==> config.mk <==
export PLATFORM = sky130hd
export DESIGN_NAME = axi_lite_master_if
export DESIGN_NICKNAME = d
export VERILOG_FILES = /design/src/rtl/axi_lite_pkg.sv /design/src/rtl/axi_lite_master_if.sv
export SDC_FILE = /design/constraint.sdc
export NUM_CORES = 1
export LEC_CHECK = 0
export BUFFER_PORTS_ARGS = -buffer_cell sky130_fd_sc_hd__buf_2
export CAP_MARGIN = 10
export CORE_MARGIN = 3
export CORE_UTILIZATION = 47
export DETAILED_ROUTE_END_ITERATION = 7
export PLACE_DENSITY = 0.92
export SETUP_SLACK_MARGIN = 0.15
export SYNTH_ARGS = -nofsm -noshare
export SYNTH_HDL_FRONTEND = slang
export SYNTH_SLANG_ARGS = --single-unit
==> constraint.sdc <==
create_clock -name m_axi_aclk -period 3.8 [get_ports m_axi_aclk]
set_input_delay 0.95 -clock m_axi_aclk [delete_from_list [all_inputs] [get_ports m_axi_aclk]]
set_output_delay 0.95 -clock m_axi_aclk [all_outputs]
set_load 0.005 [all_outputs]
==> src/rtl/axi_lite_pkg.sv <==
// axi_lite_pkg
//   Shared AXI4-Lite constants and the initiator state type.
//   RESP_* : the four AXI response encodings.
//   master_state_t : state encoding for axi_lite_master_if.
package axi_lite_pkg;

  localparam logic [1:0] RESP_OKAY   = 2'b00;
  localparam logic [1:0] RESP_EXOKAY = 2'b01;
  localparam logic [1:0] RESP_SLVERR = 2'b10;
  localparam logic [1:0] RESP_DECERR = 2'b11;

  typedef enum logic [2:0] {
    IDLE    = 3'd0,
    WR_REQ  = 3'd1,
    WR_RESP = 3'd2,
    RD_REQ  = 3'd3,
    RD_DATA = 3'd4,
    RSP     = 3'd5
  } master_state_t;

endpackage

==> src/rtl/axi_lite_master_if.sv <==
// axi_lite_master_if
//   Single-outstanding AXI4-Lite initiator: converts a cmd/rsp handshake
//   into one-beat AXI4-Lite writes or reads.
// Ports
//   m_axi_aclk, reset           clock, synchronous active-high reset
//   cmd_*                       command in (valid/ready, write, addr, wdata, wstrb)
//   rsp_*                       response out (valid/ready, rdata, resp)
//   m_axi_aw*/w*/b*/ar*/r*      AXI4-Lite initiator channels
//   err_count, err_clear        only with AXI_LITE_MASTER_ERR_CNT_EN defined:
//                               saturating count of non-OKAY responses
//
// state   | meaning
// --------+-----------------------------------------------
// IDLE    | cmd_ready high, waiting for a command
// WR_REQ  | AW and W offered; each drops after its handshake
// WR_RESP | bready high, waiting for bvalid
// RD_REQ  | arvalid high, waiting for arready
// RD_DATA | rready high, waiting for rvalid
// RSP     | rsp_valid high, waiting for rsp_ready
module axi_lite_master_if
  import axi_lite_pkg::*;
#(
  parameter int C_M_AXI_ADDR_WIDTH = 32
) (
  input  logic                          m_axi_aclk,
  input  logic                          reset,
  input  logic                          cmd_valid,
  output logic                          cmd_ready,
  input  logic                          cmd_write,
  input  logic [C_M_AXI_ADDR_WIDTH-1:0] cmd_addr,
  input  logic [31:0]                   cmd_wdata,
  input  logic [3:0]                    cmd_wstrb,
  output logic                          rsp_valid,
  input  logic                          rsp_ready,
  output logic [31:0]                   rsp_rdata,
  output logic [1:0]                    rsp_resp,
  output logic                          m_axi_awvalid,
  input  logic                          m_axi_awready,
  output logic [C_M_AXI_ADDR_WIDTH-1:0] m_axi_awaddr,
  output logic [2:0]                    m_axi_awprot,
  output logic                          m_axi_wvalid,
  input  logic                          m_axi_wready,
  output logic [31:0]                   m_axi_wdata,
  output logic [3:0]                    m_axi_wstrb,
  input  logic                          m_axi_bvalid,
  output logic                          m_axi_bready,
  input  logic [1:0]                    m_axi_bresp,
  output logic                          m_axi_arvalid,
  input  logic                          m_axi_arready,
  output logic [C_M_AXI_ADDR_WIDTH-1:0] m_axi_araddr,
  output logic [2:0]                    m_axi_arprot,
  input  logic                          m_axi_rvalid,
  output logic                          m_axi_rready,
  input  logic [31:0]                   m_axi_rdata,
  input  logic [1:0]                    m_axi_rresp
`ifdef AXI_LITE_MASTER_ERR_CNT_EN
  ,
  output logic [15:0]                   err_count,
  input  logic                          err_clear
`endif
);

  master_state_t                 state;
  logic [C_M_AXI_ADDR_WIDTH-1:0] addr_q;
  logic [31:0]                   wdata_q;
  logic [3:0]                    wstrb_q;
  logic                          aw_done;
  logic                          w_done;
  logic [31:0]                   rdata_q;
  logic [1:0]                    resp_q;
  logic                          aw_hs;
  logic                          w_hs;

  // Gated with reset so no ready is advertised while reset is held.
  assign cmd_ready     = (state == IDLE) && !reset;
  assign rsp_valid     = (state == RSP);
  assign rsp_rdata     = rdata_q;
  assign rsp_resp      = resp_q;

  assign m_axi_awvalid = (state == WR_REQ) && !aw_done;
  assign m_axi_awaddr  = addr_q;
  assign m_axi_awprot  = 3'b000;
  assign m_axi_wvalid  = (state == WR_REQ) && !w_done;
  assign m_axi_wdata   = wdata_q;
  assign m_axi_wstrb   = wstrb_q;
  assign m_axi_bready  = (state == WR_RESP);
  assign m_axi_arvalid = (state == RD_REQ);
  assign m_axi_araddr  = addr_q;
  assign m_axi_arprot  = 3'b000;
  assign m_axi_rready  = (state == RD_DATA);

  assign aw_hs = m_axi_awvalid && m_axi_awready;
  assign w_hs  = m_axi_wvalid && m_axi_wready;

  always_ff @(posedge m_axi_aclk) begin
    if (reset) begin
      state   <= IDLE;
      addr_q  <= '0;
      wdata_q <= '0;
      wstrb_q <= '0;
      aw_done <= 1'b0;
      w_done  <= 1'b0;
      rdata_q <= '0;
      resp_q  <= '0;
    end else begin
      case (state)
        IDLE: begin
          if (cmd_valid) begin
            addr_q  <= cmd_addr;
            wdata_q <= cmd_wdata;
            wstrb_q <= cmd_wstrb;
            state   <= cmd_write ? WR_REQ : RD_REQ;
          end
        end
        WR_REQ: begin
          if (aw_hs) aw_done <= 1'b1;
          if (w_hs)  w_done  <= 1'b1;
          // Leave in the cycle the later of the two handshakes completes.
          if ((aw_done || aw_hs) && (w_done || w_hs)) begin
            aw_done <= 1'b0;
            w_done  <= 1'b0;
            state   <= WR_RESP;
          end
        end
        WR_RESP: begin
          if (m_axi_bvalid) begin
            resp_q  <= m_axi_bresp;
            rdata_q <= '0;
            state   <= RSP;
          end
        end
        RD_REQ: begin
          if (m_axi_arready) state <= RD_DATA;
        end
        RD_DATA: begin
          if (m_axi_rvalid) begin
            resp_q  <= m_axi_rresp;
            rdata_q <= m_axi_rdata;
            state   <= RSP;
          end
        end
        RSP: begin
          if (rsp_ready) state <= IDLE;
        end
        default: state <= IDLE;
      endcase
    end
  end

`ifdef AXI_LITE_MASTER_ERR_CNT_EN
  logic err_event;

  assign err_event = ((state == WR_RESP) && m_axi_bvalid && (m_axi_bresp != RESP_OKAY)) ||
                     ((state == RD_DATA) && m_axi_rvalid && (m_axi_rresp != RESP_OKAY));

  // Clear wins over a same-cycle increment; the count sticks at all-ones.
  always_ff @(posedge m_axi_aclk) begin
    if (reset || err_clear) begin
      err_count <= '0;
    end else if (err_event && (err_count != 16'hFFFF)) begin
      err_count <= err_count + 16'd1;
    end
  end
`endif

endmodule
==> flow_summary.ini <==
[outcome]
outcome = complete, no violations

[floorplanning]
die_x_um = 103
start_util_pct = 49.6
dieArea_um2 = 10600
coreArea_um2 = 8930
die_h_um = 103
rows = 34
num_io_pins = 261

[routing]
drcViolationCount = 0
wl_per_cell_um = 14.5
num_vias = 4139
routed_wl_um = 11900
dr.first_iter.drc_count = 104
drtAntennaViolNets = 0
drt_pass1_iterations = 5
viasPerCell = 5.03

[clock_network]
cts_hold_buf = 0
cts_max_level = 3
cts-root-buf = clkbuf_8
clockBufferDepth = 2
clkSinkCount = 107
cts_buffers = 9
clk_pin_slew_ns = 0.11
insertion_delay_ns = 0.35
post-cts-setup-buffers = 0
cts_tree = yes
post_cts_resized = 0

[global_route]
antenna_found_initial = 0
grt_pass1_vias = 3861
track_usage_pct = 20.7
grt_pass1_wl_um = 17700
grt_start_max_net_pins = 56
grt_remaining_overflow = 0

[place]
dp_slack_ns = 1.24
numPortBuffers = 254
dp_hpwl_um = 9220
dp_cells = 807
gp_congestion = 0.804
placed_cell_area_um2 = 5420

[synthesis]
synthArstFlopShare_pct = 0
yosys-top-cells-area = dfxtp_1 (48%), nand2_1 (12%), a22oi_2 (8.5%), a21oi_1 (8.4%), buf_4 (7.6%)
synth_top_cell_by_area = dfxtp_1
synth_edf_count = 0
yosys_warnings = 0
postSynthAreaPerCell_um2 = 8.71
synth.distinct_cells = 31
synth_most_common_cell = nand2_1
synth_top_cell_area_share_pct = 48.3
netlist_instances = 509
ys_seq_area_share_pct = 48.3
synth_flop_cell = dfxtp_1
ys_ff_latch = 107
ys_top_cells_by_count = nand2_1 (138), dfxtp_1 (107), a21oi_1 (74)
syn_area_um2 = 4430

[timing]
period_needed_ns = 2.66
period_share_pct = 69.9
finalHoldViolCount = 0
tns_ns = 0
fmax_ghz = 0.376
finalMaxSlewViolations = 0
max-slew-margin-rel_pct = 42.2
fin_ws_ns = 1.14
worst_pin_slew_ns = 0.867
setup_viol = 0
rsz0062_at_grt = false
skew_ns = 0.0180
fin_hold_ws_ns = 0.459

[finish]
nets = 824
area_growth_pct = 27.0
num_antenna_cells = 0
final_area_um2 = 5630
final_cells = 823
post-route-util_pct = 63.0
drive_gt1_share_pct = 48.0

[power_and_ir_drop]
peakVddDrop_uv = 297
seqPwrFrac_pct = 49.4
p_sw_uw = 843
power.internal_mw = 1.84
power.total_mw = 2.68
p_leak_nw = 2.73
p_comb_share_pct = 24.1
clockPowerShare_pct = 26.6
powerDensity_nw_per_um2 = 476
p_sw_share_pct = 31.5

[min_path]
hold_path.class = reg2reg
min_path_cells = 2
hold_end = m_axi_wdata[9]$_SDFFE_PP0P_
hp-start = m_axi_wdata[9]$_SDFFE_PP0P_

[worst_setup_path]
crit_type = reg2out
crit_path_max_fanout = 15
rr_worst_depth = 4
cp_top_family = flip-flops
cpPeakStageDelay_ns = 0.63
rr_endpoint = rsp_rdata[31]$_SDFFE_PP0P_
crit_slowest_cell = dfxtp_1
end_kind = output pin
path_cells = nor3b_2 > buf_2
r2r-start = state[2]$_SDFFE_PP0P_
cp_num_buf_inv = 1
r2r_slack_ns = 1.39
critPathLaunch = state[2]$_SDFFE_PP0P_
start_kind = flip-flop
cp.required_ns = 2.85
critPathArrivalTime_ns = 1.71

[run]
cap_violations = 0
==> cells in the final DEF (no fill, tap or decap), drive strengths merged <==
master  netlist  final
o22ai         1      1
nor3          4      4
and2          3      3
conb          1      6
a221oi        2      2
bufinv        0      1
nor3b         1      1
inv           3      5
nand2       138    138
buf          60    260
mux2          2      2
nand2b        3      3
nor2         47     47
and4bb        1      1
clkinv        0      3
a31oi         2      2
a21oi        74     74
dfxtp       107    107
a22oi        32     32
clkbuf       15     10
and3b         3      3
nor4          1      1
o21ai         4      4
or3b          1      1
a21boi        1      1
mux2i         3      3
==> logic make-up after synthesis <==
| kind of cell | share of synthesized area, % |
|---|---|
| simple gates | 20.0 |
| compound gates | 19.1 |
| flops | 48.3 |
| buf+inv | 11.3 |
| mux | 1.19 |
| other cells | 0.0846 |
==> metal layers <==
layer | wire length, um | vias up | global-route usage [%]
li1 | - | 2034 | -
met5 | 0 | - | 0
met3 | 1010 | 15 | 5.14
met4 | 174 | 0 | 6.97
met2 | 6280 | 196 | 39.2
met1 | 4480 | 1894 | 22.4
==> registers in the layout, indices dropped and copies added, names as in the netlist <==
name and count:
m_axi_wstrb 4, rsp_rdata 32, rsp_resp 2, m_axi_wdata 32
aw_done 1, m_axi_araddr 32, w_done 1, state 3
==> worst max-delay path by stage <==
stage	endpoint	slack [ns]	cells after the start
finish	m_axi_rready	1.14	2
global route	m_axi_rready	1.04	2
CTS	m_axi_rready	1.10	2
detailed placement	state[1]$_SDFFE_PP0P_	1.24	6
global placement	cmd_ready	1.25	3
floorplan	cmd_ready	1.34	3
==> worst register-to-register path, delay by kind of cell, from the launching register on <==
kind / cells / cell delay [ns]
compound gates: 1 / 0.23
simple gates: 3 / 1.49
flops: 1 / 0.63
==> power groups by stage <==
stage / registers, mW / logic (mW) / clock network [mW]
after floorplan: 1.33 / 0.448 / 0
after detailed placement: 1.35 / 0.652 / 0
final: 1.32 / 0.645 / 0.711
after global placement: 1.34 / 0.631 / 0
after CTS: 1.32 / 0.652 / 0.738
after global routing: 1.34 / 0.718 / 0.782
==> layout make-up <==
| class | instances | area, um2 |
|---|---|---|
| clock inverter | 6 | 70.1 |
| sequential | 107 | 2140 |
| fill | 755 | 3300 |
| inverter | 3 | 11.3 |
| timing repair buffer | 260 | 1320 |
| tap | 108 | 135 |
| multi-input combinational | 329 | 1810 |
| clock buffer | 10 | 138 |
Note: power is estimated with default switching activity, not from simulation.
